===== src/rtl/holy_control_pkg.sv =====
// rtl/holy_control_pkg.sv - shared states, opcodes and control encodings for multicycle_control
package holy_control_pkg;

  typedef enum logic [3:0] {
    BOOT, FETCH, DECODE, MEMADR, MEMREAD, MEMWB, MEMWRITE,
    EXEC_R, EXEC_I, ALUWB, BRANCH, JAL, TRAP
  } state_t;

  localparam logic [6:0] OP_LOAD   = 7'b0000011;
  localparam logic [6:0] OP_STORE  = 7'b0100011;
  localparam logic [6:0] OP_R      = 7'b0110011;
  localparam logic [6:0] OP_I      = 7'b0010011;
  localparam logic [6:0] OP_BRANCH = 7'b1100011;
  localparam logic [6:0] OP_JAL    = 7'b1101111;

  localparam logic [1:0] IMM_I = 2'b00;
  localparam logic [1:0] IMM_S = 2'b01;
  localparam logic [1:0] IMM_B = 2'b10;
  localparam logic [1:0] IMM_J = 2'b11;

  localparam logic [1:0] SRCA_PC    = 2'b00;
  localparam logic [1:0] SRCA_OLDPC = 2'b01;
  localparam logic [1:0] SRCA_RD1   = 2'b10;

  localparam logic [1:0] SRCB_RD2  = 2'b00;
  localparam logic [1:0] SRCB_IMM  = 2'b01;
  localparam logic [1:0] SRCB_FOUR = 2'b10;

  localparam logic [1:0] RES_ALUOUT = 2'b00;
  localparam logic [1:0] RES_MEM    = 2'b01;
  localparam logic [1:0] RES_ALU    = 2'b10;

  localparam logic [2:0] ALU_ADD = 3'b000;
  localparam logic [2:0] ALU_SUB = 3'b001;
  localparam logic [2:0] ALU_AND = 3'b010;
  localparam logic [2:0] ALU_OR  = 3'b011;
  localparam logic [2:0] ALU_SLT = 3'b101;

  function automatic logic [1:0] imm_source_of(input logic [6:0] op);
    case (op)
      OP_STORE:  return IMM_S;
      OP_BRANCH: return IMM_B;
      OP_JAL:    return IMM_J;
      default:   return IMM_I;
    endcase
  endfunction

endpackage


===== src/rtl/multicycle_control_if.sv =====
// rtl/multicycle_control_if.sv - decoded-instruction inputs and datapath strobes of the control FSM
interface multicycle_control_if;
  logic [6:0] op;
  logic [2:0] func3;
  logic       func7_b5;
  logic       alu_zero;
  logic       alu_lt;
  logic       mem_ack;
  logic       mem_req;
  logic       mem_we;
  logic       adr_src;
  logic       ir_write;
  logic       pc_write;
  logic       reg_write;
  logic [1:0] imm_source;
  logic [1:0] alu_src_a;
  logic [1:0] alu_src_b;
  logic [1:0] result_src;
  logic [2:0] alu_control;
  logic       illegal;

  modport master (
    input  op, func3, func7_b5, alu_zero, alu_lt, mem_ack,
    output mem_req, mem_we, adr_src, ir_write, pc_write, reg_write,
           imm_source, alu_src_a, alu_src_b, result_src, alu_control, illegal
  );

  modport slave (
    output op, func3, func7_b5, alu_zero, alu_lt, mem_ack,
    input  mem_req, mem_we, adr_src, ir_write, pc_write, reg_write,
           imm_source, alu_src_a, alu_src_b, result_src, alu_control, illegal
  );
endinterface


===== src/rtl/multicycle_control_alu_decoder.sv =====
// rtl/multicycle_control_alu_decoder.sv - maps op/func3/func7_b5 to an ALU operation and flags unsupported func3
module alu_decoder
  import holy_control_pkg::*;
(
  input  logic [6:0] op_i,
  input  logic [2:0] func3_i,
  input  logic       func7_b5_i,
  output logic [2:0] alu_control_o,
  output logic       unsupported_o
);

  always_comb begin
    alu_control_o = ALU_ADD;
    unsupported_o = 1'b0;
    if (op_i == OP_R || op_i == OP_I) begin
      case (func3_i)
        3'b000:  alu_control_o = (op_i == OP_R && func7_b5_i) ? ALU_SUB : ALU_ADD;
        3'b010:  alu_control_o = ALU_SLT;
        3'b110:  alu_control_o = ALU_OR;
        3'b111:  alu_control_o = ALU_AND;
        default: unsupported_o = 1'b1;
      endcase
    end else if (op_i == OP_BRANCH) begin
      // Branches compare by subtraction; only BEQ/BNE/BLT/BGE exist.
      alu_control_o = ALU_SUB;
      case (func3_i)
        3'b000, 3'b001, 3'b100, 3'b101: unsupported_o = 1'b0;
        default:                        unsupported_o = 1'b1;
      endcase
    end
  end

endmodule


===== src/rtl/multicycle_control.sv =====
// rtl/multicycle_control.sv - main control FSM sequencing the shared ALU and memory port
module multicycle_control
  import holy_control_pkg::*;
(
  input  logic                   clk,
  input  logic                   rst_n,
  multicycle_control_if.master   bus
);

  state_t     state_q, state_d;
  logic       illegal_q, illegal_d;
  logic [2:0] dec_alu_control;
  logic       dec_unsupported;
  logic       taken;

  alu_decoder u_alu_decoder (
    .op_i          (bus.op),
    .func3_i       (bus.func3),
    .func7_b5_i    (bus.func7_b5),
    .alu_control_o (dec_alu_control),
    .unsupported_o (dec_unsupported)
  );

  always_comb begin
    taken = 1'b0;
    case (bus.func3)
      3'b000:  taken = bus.alu_zero;
      3'b001:  taken = !bus.alu_zero;
      3'b100:  taken = bus.alu_lt;
      3'b101:  taken = !bus.alu_lt;
      default: taken = 1'b0;
    endcase
  end

  always_ff @(posedge clk or negedge rst_n) begin
    if (!rst_n) begin
      state_q   <= BOOT;
      illegal_q <= 1'b0;
    end else begin
      state_q   <= state_d;
      illegal_q <= illegal_d;
    end
  end

  assign illegal_d   = illegal_q | (state_d == TRAP);
  assign bus.illegal = illegal_q;

  always_comb begin
    state_d         = state_q;
    bus.mem_req     = 1'b0;
    bus.mem_we      = 1'b0;
    bus.adr_src     = 1'b0;
    bus.ir_write    = 1'b0;
    bus.pc_write    = 1'b0;
    bus.reg_write   = 1'b0;
    bus.imm_source  = (state_q == BOOT) ? IMM_I : imm_source_of(bus.op);
    bus.alu_src_a   = SRCA_PC;
    bus.alu_src_b   = SRCB_RD2;
    bus.result_src  = RES_ALUOUT;
    bus.alu_control = ALU_ADD;

    case (state_q)
      BOOT: state_d = FETCH;
      FETCH: begin
        bus.mem_req    = 1'b1;
        bus.alu_src_b  = SRCB_FOUR;
        bus.result_src = RES_ALU;
        if (bus.mem_ack) begin
          bus.ir_write = 1'b1;
          bus.pc_write = 1'b1;
          state_d      = DECODE;
        end
      end
      DECODE: begin
        // old PC + imm lands in alu_out ahead of BRANCH/JAL
        bus.alu_src_a = SRCA_OLDPC;
        bus.alu_src_b = SRCB_IMM;
        case (bus.op)
          OP_LOAD, OP_STORE: state_d = MEMADR;
          OP_R:      state_d = dec_unsupported ? TRAP : EXEC_R;
          OP_I:      state_d = dec_unsupported ? TRAP : EXEC_I;
          OP_BRANCH: state_d = dec_unsupported ? TRAP : BRANCH;
          OP_JAL:    state_d = JAL;
          default:   state_d = TRAP;
        endcase
      end
      MEMADR: begin
        bus.alu_src_a = SRCA_RD1;
        bus.alu_src_b = SRCB_IMM;
        state_d       = (bus.op == OP_LOAD) ? MEMREAD : MEMWRITE;
      end
      MEMREAD: begin
        bus.mem_req = 1'b1;
        bus.adr_src = 1'b1;
        if (bus.mem_ack) state_d = MEMWB;
      end
      MEMWB: begin
        bus.result_src = RES_MEM;
        bus.reg_write  = 1'b1;
        state_d        = FETCH;
      end
      MEMWRITE: begin
        bus.mem_req = 1'b1;
        bus.mem_we  = 1'b1;
        bus.adr_src = 1'b1;
        if (bus.mem_ack) state_d = FETCH;
      end
      EXEC_R: begin
        bus.alu_src_a   = SRCA_RD1;
        bus.alu_src_b   = SRCB_RD2;
        bus.alu_control = dec_alu_control;
        state_d         = ALUWB;
      end
      EXEC_I: begin
        bus.alu_src_a   = SRCA_RD1;
        bus.alu_src_b   = SRCB_IMM;
        bus.alu_control = dec_alu_control;
        state_d         = ALUWB;
      end
      ALUWB: begin
        bus.reg_write = 1'b1;
        state_d       = FETCH;
      end
      BRANCH: begin
        bus.alu_src_a   = SRCA_RD1;
        bus.alu_src_b   = SRCB_RD2;
        bus.alu_control = ALU_SUB;
        bus.pc_write    = taken;
        state_d         = FETCH;
      end
      JAL: begin
        // PC takes the target from alu_out; ALU meanwhile forms old PC + 4 for rd
        bus.alu_src_a = SRCA_OLDPC;
        bus.alu_src_b = SRCB_FOUR;
        bus.pc_write  = 1'b1;
        state_d       = ALUWB;
      end
      TRAP:    state_d = TRAP;
      default: state_d = BOOT;
    endcase
  end

endmodule


===== src/flat_wrapper.sv =====
// flat-port wrapper written by rule: the top's interface ports become plain ports
module multicycle_control_flat import holy_control_pkg::*;
  (clk, rst_n, bus_op, bus_func3, bus_func7_b5, bus_alu_zero, bus_alu_lt, bus_mem_ack, bus_mem_req, bus_mem_we, bus_adr_src, bus_ir_write, bus_pc_write, bus_reg_write, bus_imm_source, bus_alu_src_a, bus_alu_src_b, bus_result_src, bus_alu_control, bus_illegal);
  multicycle_control_if bus_i ();
  input  logic clk;
  input  logic rst_n;
  input wire logic [$bits(bus_i.op)-1:0] bus_op;
  input wire logic [$bits(bus_i.func3)-1:0] bus_func3;
  input wire logic [$bits(bus_i.func7_b5)-1:0] bus_func7_b5;
  input wire logic [$bits(bus_i.alu_zero)-1:0] bus_alu_zero;
  input wire logic [$bits(bus_i.alu_lt)-1:0] bus_alu_lt;
  input wire logic [$bits(bus_i.mem_ack)-1:0] bus_mem_ack;
  output wire logic [$bits(bus_i.mem_req)-1:0] bus_mem_req;
  output wire logic [$bits(bus_i.mem_we)-1:0] bus_mem_we;
  output wire logic [$bits(bus_i.adr_src)-1:0] bus_adr_src;
  output wire logic [$bits(bus_i.ir_write)-1:0] bus_ir_write;
  output wire logic [$bits(bus_i.pc_write)-1:0] bus_pc_write;
  output wire logic [$bits(bus_i.reg_write)-1:0] bus_reg_write;
  output wire logic [$bits(bus_i.imm_source)-1:0] bus_imm_source;
  output wire logic [$bits(bus_i.alu_src_a)-1:0] bus_alu_src_a;
  output wire logic [$bits(bus_i.alu_src_b)-1:0] bus_alu_src_b;
  output wire logic [$bits(bus_i.result_src)-1:0] bus_result_src;
  output wire logic [$bits(bus_i.alu_control)-1:0] bus_alu_control;
  output wire logic [$bits(bus_i.illegal)-1:0] bus_illegal;
  assign bus_i.op = bus_op;
  assign bus_i.func3 = bus_func3;
  assign bus_i.func7_b5 = bus_func7_b5;
  assign bus_i.alu_zero = bus_alu_zero;
  assign bus_i.alu_lt = bus_alu_lt;
  assign bus_i.mem_ack = bus_mem_ack;
  assign bus_mem_req = bus_i.mem_req;
  assign bus_mem_we = bus_i.mem_we;
  assign bus_adr_src = bus_i.adr_src;
  assign bus_ir_write = bus_i.ir_write;
  assign bus_pc_write = bus_i.pc_write;
  assign bus_reg_write = bus_i.reg_write;
  assign bus_imm_source = bus_i.imm_source;
  assign bus_alu_src_a = bus_i.alu_src_a;
  assign bus_alu_src_b = bus_i.alu_src_b;
  assign bus_result_src = bus_i.result_src;
  assign bus_alu_control = bus_i.alu_control;
  assign bus_illegal = bus_i.illegal;
  multicycle_control u_core (.clk(clk), .rst_n(rst_n), .bus(bus_i));
endmodule

===== config.mk =====
export PLATFORM = sky130hd
export DESIGN_NAME = multicycle_control_flat
export DESIGN_NICKNAME = d
export VERILOG_FILES = /design/src/rtl/holy_control_pkg.sv /design/src/rtl/multicycle_control_if.sv /design/src/rtl/multicycle_control_alu_decoder.sv /design/src/rtl/multicycle_control.sv /design/src/flat_wrapper.sv
export SDC_FILE = /design/constraint.sdc
export NUM_CORES = 1
export LEC_CHECK = 0
export CORE_AREA = 2 2 52 54
export CTS_CLUSTER_SIZE = 30
export DETAILED_ROUTE_END_ITERATION = 7
export DIE_AREA = 0 0 54 56
export SYNTH_ARGS = -nofsm -noshare
export SYNTH_HDL_FRONTEND = slang
export SYNTH_SLANG_ARGS = --single-unit

===== constraint.sdc =====
create_clock -name clk -period 2.4 [get_ports clk]
set_clock_uncertainty 0.2 [all_clocks]
set_input_delay 0.72 -clock clk [delete_from_list [all_inputs] [get_ports clk]]
set_output_delay 0.72 -clock clk [all_outputs]
set_load 0.05 [all_outputs]

==> results of run 1 <==
## through the flow
step                utilization [%]  power (mW)  instances  TNS [ps]
detailed placement             62.8        1.55        179     -4330
finish                         73.2        1.87        200     -1190
global placement               62.8        1.53        179     -4040
floorplan                         -       0.954         96      -645
CTS                            67.2        1.73        191     -1310
global route                   73.2        1.98        200     -1590
## Yosys cell counts (all sizes together)
master	number	share of area (%)
o41ai	2	2.5
a211o	1	1.2
nor2	11	5.8
nand4bb	1	3.9
nand4	1	0.89
nand2	8	4.2
o311ai	1	1.2
nor3	7	5.0
and2	3	2.7
nor2b	4	3.5
or4bb	1	1.6
o21ba	1	1.4
clkbuf	1	0.53
and2b	1	1.1
xor2	2	2.5
o21ai	5	3.5
nor4bb	1	1.4
nor3b	4	5.0
a21oi	5	3.5
dfrtp	5	18
or3b	1	1.2
o211ai	1	1.1
mux2i	1	1.4
a31oi	1	0.89
and3	2	1.9
a31o	2	2.5
o32ai	2	3.5
nand3b	2	2.1
buf	3	2.1
nand3	3	2.1
xnor2	2	2.5
a21o	2	2.1
o21bai	1	1.1
inv	3	1.6
or2	1	0.89
o31ai	1	1.1
nand2b	3	2.7
## state kept, by name, indices dropped and copies added (netlist names)
register	flops
u_core.state_q	4
u_core.bus.illegal	1
## power by group through the flow
| stage | sequential [mW] | clock (mW) | combinational, mW |
|---|---|---|---|
| 4_1_cts | 0.174 | 0.101 | 1.45 |
| 6_report | 0.186 | 0.0975 | 1.59 |
| 2_1_floorplan | 0.174 | 0 | 0.780 |
| 3_3_place_gp | 0.175 | 0 | 1.36 |
| 5_1_grt | 0.190 | 0.107 | 1.68 |
| 3_5_place_dp | 0.177 | 0 | 1.37 |
## how the worst max path moves through the flow
stage,from,to,slack (ps),cells past startpoint
6_report,bus_op[3],bus_alu_control[0],-250,7
5_1_grt,bus_op[3],bus_alu_control[0],-300,7
4_1_cts,bus_op[2],bus_alu_control[2],-290,6
3_5_place_dp,bus_op[1],bus_imm_source[0],-650,5
3_3_place_gp,bus_op[1],bus_imm_source[0],-610,5
2_1_floorplan,bus_op[3],bus_alu_control[2],-220,4
## area by class of cell
type,instances,area (µm²),area share [%]
Multi-Input combinational cell,84,766,43.0
Tap cell,30,37.5,2.11
Sequential cell,5,130,7.31
Clock buffer,4,26.3,1.48
Inverter,3,11.3,0.632
Timing Repair Buffer,74,810,45.5
## cell families (layout without fill, tap and decap cells)
| logic type | count (synthesis) | after routing |
|---|---|---|
| compound gates | 25 | 25 |
| xor+xnor | 4 | 4 |
| buf+inv | 7 | 81 |
| flops | 5 | 5 |
| mux | 1 | 1 |
| simple gates | 54 | 54 |
## timing repair
action                     4_1_cts  5_1_grt
gates resized for setup         63       22
setup buffers                    8        9
pin swaps                       16       17
setup endpoints to repair       14       10
## worst reg2reg max path, delay by kind of cell, from the launching register on
family | cells | cell delay, ps
and+or+nand+nor | 3 | 580
buffers and inverters | 2 | 280
AOI/OAI and AO/OA | 2 | 400
DFF | 1 | 470
## per-layer routing
metal  GRT usage [%]  up-vias  part of all wire, %  routed length [µm]
met1            19.5      486                   40                1010
met3            2.96        2                  4.1                 102
met5               0        -                    0                   0
met2            30.5       30                   55                1390
met4            5.71        0                 0.64                  16
li1                -      505                    -                   -
==> flow_summary.yaml, run 1 <==
outcome:
  status: "finished, violations left"
  violations: "setup timing"
worst_hold_path:
  whs_path_depth: 1
  hold_end: "u_core.bus.illegal"
  min_path_type: "register to register"
  hold_path_startpoint: "u_core.bus.illegal"
power:
  switching_share_pct: 47.6
  intPower_uw: 980
  p_clk_share_pct: 5.2
  power_density_mw_per_mm2: 1050
  p_switching_uw: 891
  leakage_nw: 0.776
  combinationalPowerShare_pct: 84.8
  power_frac_seq_pct: 9.9
  vdd_ir_drop_max_uv: 1170
synthesis:
  synth-seq-cells: 5
  synthDistinctLibCells: 41
  synth_mux_area_share_pct: 1.42
  synth_nets: 112
  synthCells: 96
  syn_area_um2: 707
  synth-compound-area-share_pct: 25.7
  yosysWarnings: 0
  synth_area_per_cell_um2: 7.36
  synth_simple_gate_area_share_pct: 46.0
  synthXorXnorAreaFrac_pct: 4.96
  ys_seq_area_share_pct: 17.7
  synth_top_family_by_area: "simple AND/OR/NAND/NOR gates"
  synthAdderAreaFrac_pct: 0
layout:
  areaGrowthSynthToFinish_pct: 152
  finish.instance_area_mm2: 0.00178
  fill_cells: 173
  drive_gt1_share_pct: 65.9
  nets: 187
  mostFrequentLayoutCells: "37 x buf_4, 16 x buf_12, 8 x nor2_1"
  antenna_cells: 0
  layout_commonest_cell: "buf_4"
clock_tree:
  cts_max_level: 1
  clk_pin_slew_ps: 40
  cts_tree: "yes"
  cts.sinks: 5
  clockBufferDepth: 2
  clk_latency_ps: 240
  cts_root_buf: "clkbuf_4"
  hold_buffers: 0
  tritoncts.num_buffers: 3
setup_path:
  critical-path-max-stage-delay_ps: 270
  start_kind: "input pin"
  r2r-end: "u_core.bus.illegal"
  r2r_setup_slack_ps: 350
  cpMostUsedCell: "buf_6"
  r2r_start: "u_core.state_q[2]"
  path_max_fanout: 4
  critPathBufInv: 3
  end_kind: "output port"
  cp.required_ps: 1480
  crit_arrival_ps: 1730
  slowest_stage: "nand4bb_4"
  cpLargestDelayFamily: "buffers and inverters"
  r2r_cells: 7
  crit_chain: "buf_6, nand4bb_4, buf_6, a21oi_4, o211ai_1, nand2_2, buf_12"
  path_class: "input pin to output port"
global_route:
  grt_use_total_pct: 17.0
  first_global_vias: 961
  grt_max_degree: 10
  overflow: 0
  antenna_found_initial: 0
  grt_pass1_wl_um: 3910
timing:
  tightest_slew_ps: 409
  rsz0062_at_grt: "yes"
  holdWs_ps: 268
  final-hold-violation-count: 0
  slew_viol_final: 0
  max-slew-margin-rel_pct: 72.4
  fin_crit_sh_pct: 110
  setup_viol: 6
  layout_setup_ws_ps: -251
  max_freq_mhz: 377
  fin_crit_ps: 2650
routing:
  drt-vias-per-instance: 5.12
  routedWlPerCell_um: 12.6
  routed_wirelength_um: 2510
  drc: 0
  ant_nets: 0
  firstDrtPassIters: 4
  via_count: 1023
  initialDrtViolationCount: 10
floorplan:
  rows: 18
  io_pins: 34
  die_h_um: 56
  fp.dieArea_mm2: 0.00302
  initial_core_util_pct: 29.1
  die_x_um: 54
  core-area_mm2: 0.00243
job:
  maxCapViolCount: 0
placed_design:
  place_ws_ps: -651
  placed_area_mm2: 0.00153
  place.gp.congestion: 0.824
  port_buffers: 33
  hpwl_um: 1980
No activity file was read; power rests on OpenSTA's default activity.
==> run 2: changes to the inputs <==
Settings changed: CAP_MARGIN from default to 20, RECOVER_POWER from default to 25, SLEW_MARGIN from default to 40.
==> flow_summary.yaml, run 2 (same netlist as run 1, synthesis figures left out) <==
worst_hold_path:
  hold_path_startpoint: "u_core.bus.illegal"
  hold_end: "u_core.bus.illegal"
  whs_path_depth: 1
  min_path_type: "register to register"
timing:
  fin_crit_ps: 2650
  rsz0062_at_grt: "yes"
  final-hold-violation-count: 0
  setup_viol: 6
  tightest_slew_ps: 409
  layout_setup_ws_ps: -251
  max-slew-margin-rel_pct: 72.4
  fin_crit_sh_pct: 110
  slew_viol_final: 0
  max_freq_mhz: 377
layout:
  drive_gt1_share_pct: 65.9
  layout_commonest_cell: "buf_4"
  nets: 187
  largest_reg_flops: 4
  finish.instance_area_mm2: 0.00178
  mostFrequentLayoutCells: "37 x buf_4, 16 x buf_12, 8 x nor2_1"
  top_register: "u_core.state_q"
  fin_util_pct: 73.2
  areaGrowthSynthToFinish_pct: 152
  antenna_cells: 0
setup_path:
  cp.required_ps: 1480
  r2r-end: "u_core.bus.illegal"
  r2r_cells: 7
  path_class: "input pin to output port"
  path_max_fanout: 4
  r2r_setup_slack_ps: 350
  crit_arrival_ps: 1730
  start_kind: "input pin"
  end_kind: "output port"
  r2r_start: "u_core.state_q[2]"
floorplan:
  core-area_mm2: 0.00243
  die_h_um: 56
  rows: 18
  die_x_um: 54
  io_pins: 34
  initial_core_util_pct: 29.1
  fp.dieArea_mm2: 0.00302
clock_tree:
  cts_max_level: 1
  clk_latency_ps: 240
  cts_root_buf: "clkbuf_4"
  clockBufferDepth: 2
  clk_pin_slew_ps: 40
  cts.sinks: 5
  tritoncts.num_buffers: 3
  cts_tree: "yes"
routing:
  drt-vias-per-instance: 5.12
  wl_met3_um: 102
  routedWlPerCell_um: 12.6
  routed_wirelength_um: 2510
  via_count: 1024
  firstDrtPassIters: 4
  highest_layer: "met4"
  drc: 0
  met2WireLength_um: 1390
  wl_met1_um: 1010
  ant_nets: 0
  initialDrtViolationCount: 10
placed_design:
  hpwl_um: 1980
  port_buffers: 33
  place_ws_ps: -651
  place.gp.congestion: 0.824
  placed_area_mm2: 0.00153
outcome:
  status: "finished, violations left"
  violations: "setup timing"
power:
  power_density_mw_per_mm2: 1050
  vdd_ir_drop_max_uv: 1170
  leakage_nw: 0.776
global_route:
  grt_use_total_pct: 17.0
  grt_max_degree: 10
  antenna_found_initial: 0
  grt_pass1_wl_um: 3910
  overflow: 0
  first_global_vias: 961
job:
  maxCapViolCount: 0
-- run 2: what timing repair did --
action                     in CTS  in global routing
pin swaps                      16                 17
hold endpoints to repair        0                  0
setup endpoints to repair      14                 10
resized for setup              63                 22
buffers inserted                8                  9
hold buffers                    0                  0
-- run 2: area by class of cell --
type	instances	area, µm²
Sequential cell	5	130
Multi-Input combinational cell	84	766
Fill cell	173	652
Tap cell	30	37.5
Clock buffer	4	26.3
Timing Repair Buffer	74	810
Inverter	3	11.3
-- run 2: worst max path at each step --
stage / cells past startpoint / start / slack [ps] / to
global placement: 5 / bus_op[1] / -610 / bus_imm_source[0]
floorplan: 4 / bus_op[3] / -220 / bus_alu_control[2]
CTS: 6 / bus_op[2] / -290 / bus_alu_control[2]
finish: 7 / bus_op[3] / -250 / bus_alu_control[0]
global route: 7 / bus_op[3] / -300 / bus_alu_control[0]
detailed placement: 5 / bus_op[1] / -650 / bus_imm_source[0]
-- run 2: critical path: stages --
cell	delay (ps)
buf_6	90
nand4bb_4	270
buf_6	170
a21oi_4	120
o211ai_1	130
nand2_2	100
buf_12	130
-- run 2: per-layer routing --
layer | vias up | track usage (%)
li1 | 505 | -
met1 | 487 | 19.5
met2 | 30 | 30.5
met3 | 2 | 2.96
met4 | 0 | 5.71
met5 | - | 0
-- run 2: report_power, final --
group | switching (mW) | leakage (nW) | internal, mW | total (mW)
Sequential | 0.0619 | 0.0547 | 0.124 | 0.186
Clock | 0.0346 | 0.0150 | 0.0629 | 0.0975
Combinational | 0.794 | 0.706 | 0.793 | 1.59
-- run 2: stage by stage --
stage               cells  setup TNS (ps)  power, mW  hold slack, ps
detailed placement    179           -4330       1.55             263
CTS                   191           -1310       1.73             273
floorplan              96            -645      0.954             224
finish                200           -1190       1.87             268
global placement      179           -4040       1.53             256
global route          200           -1590       1.98             286
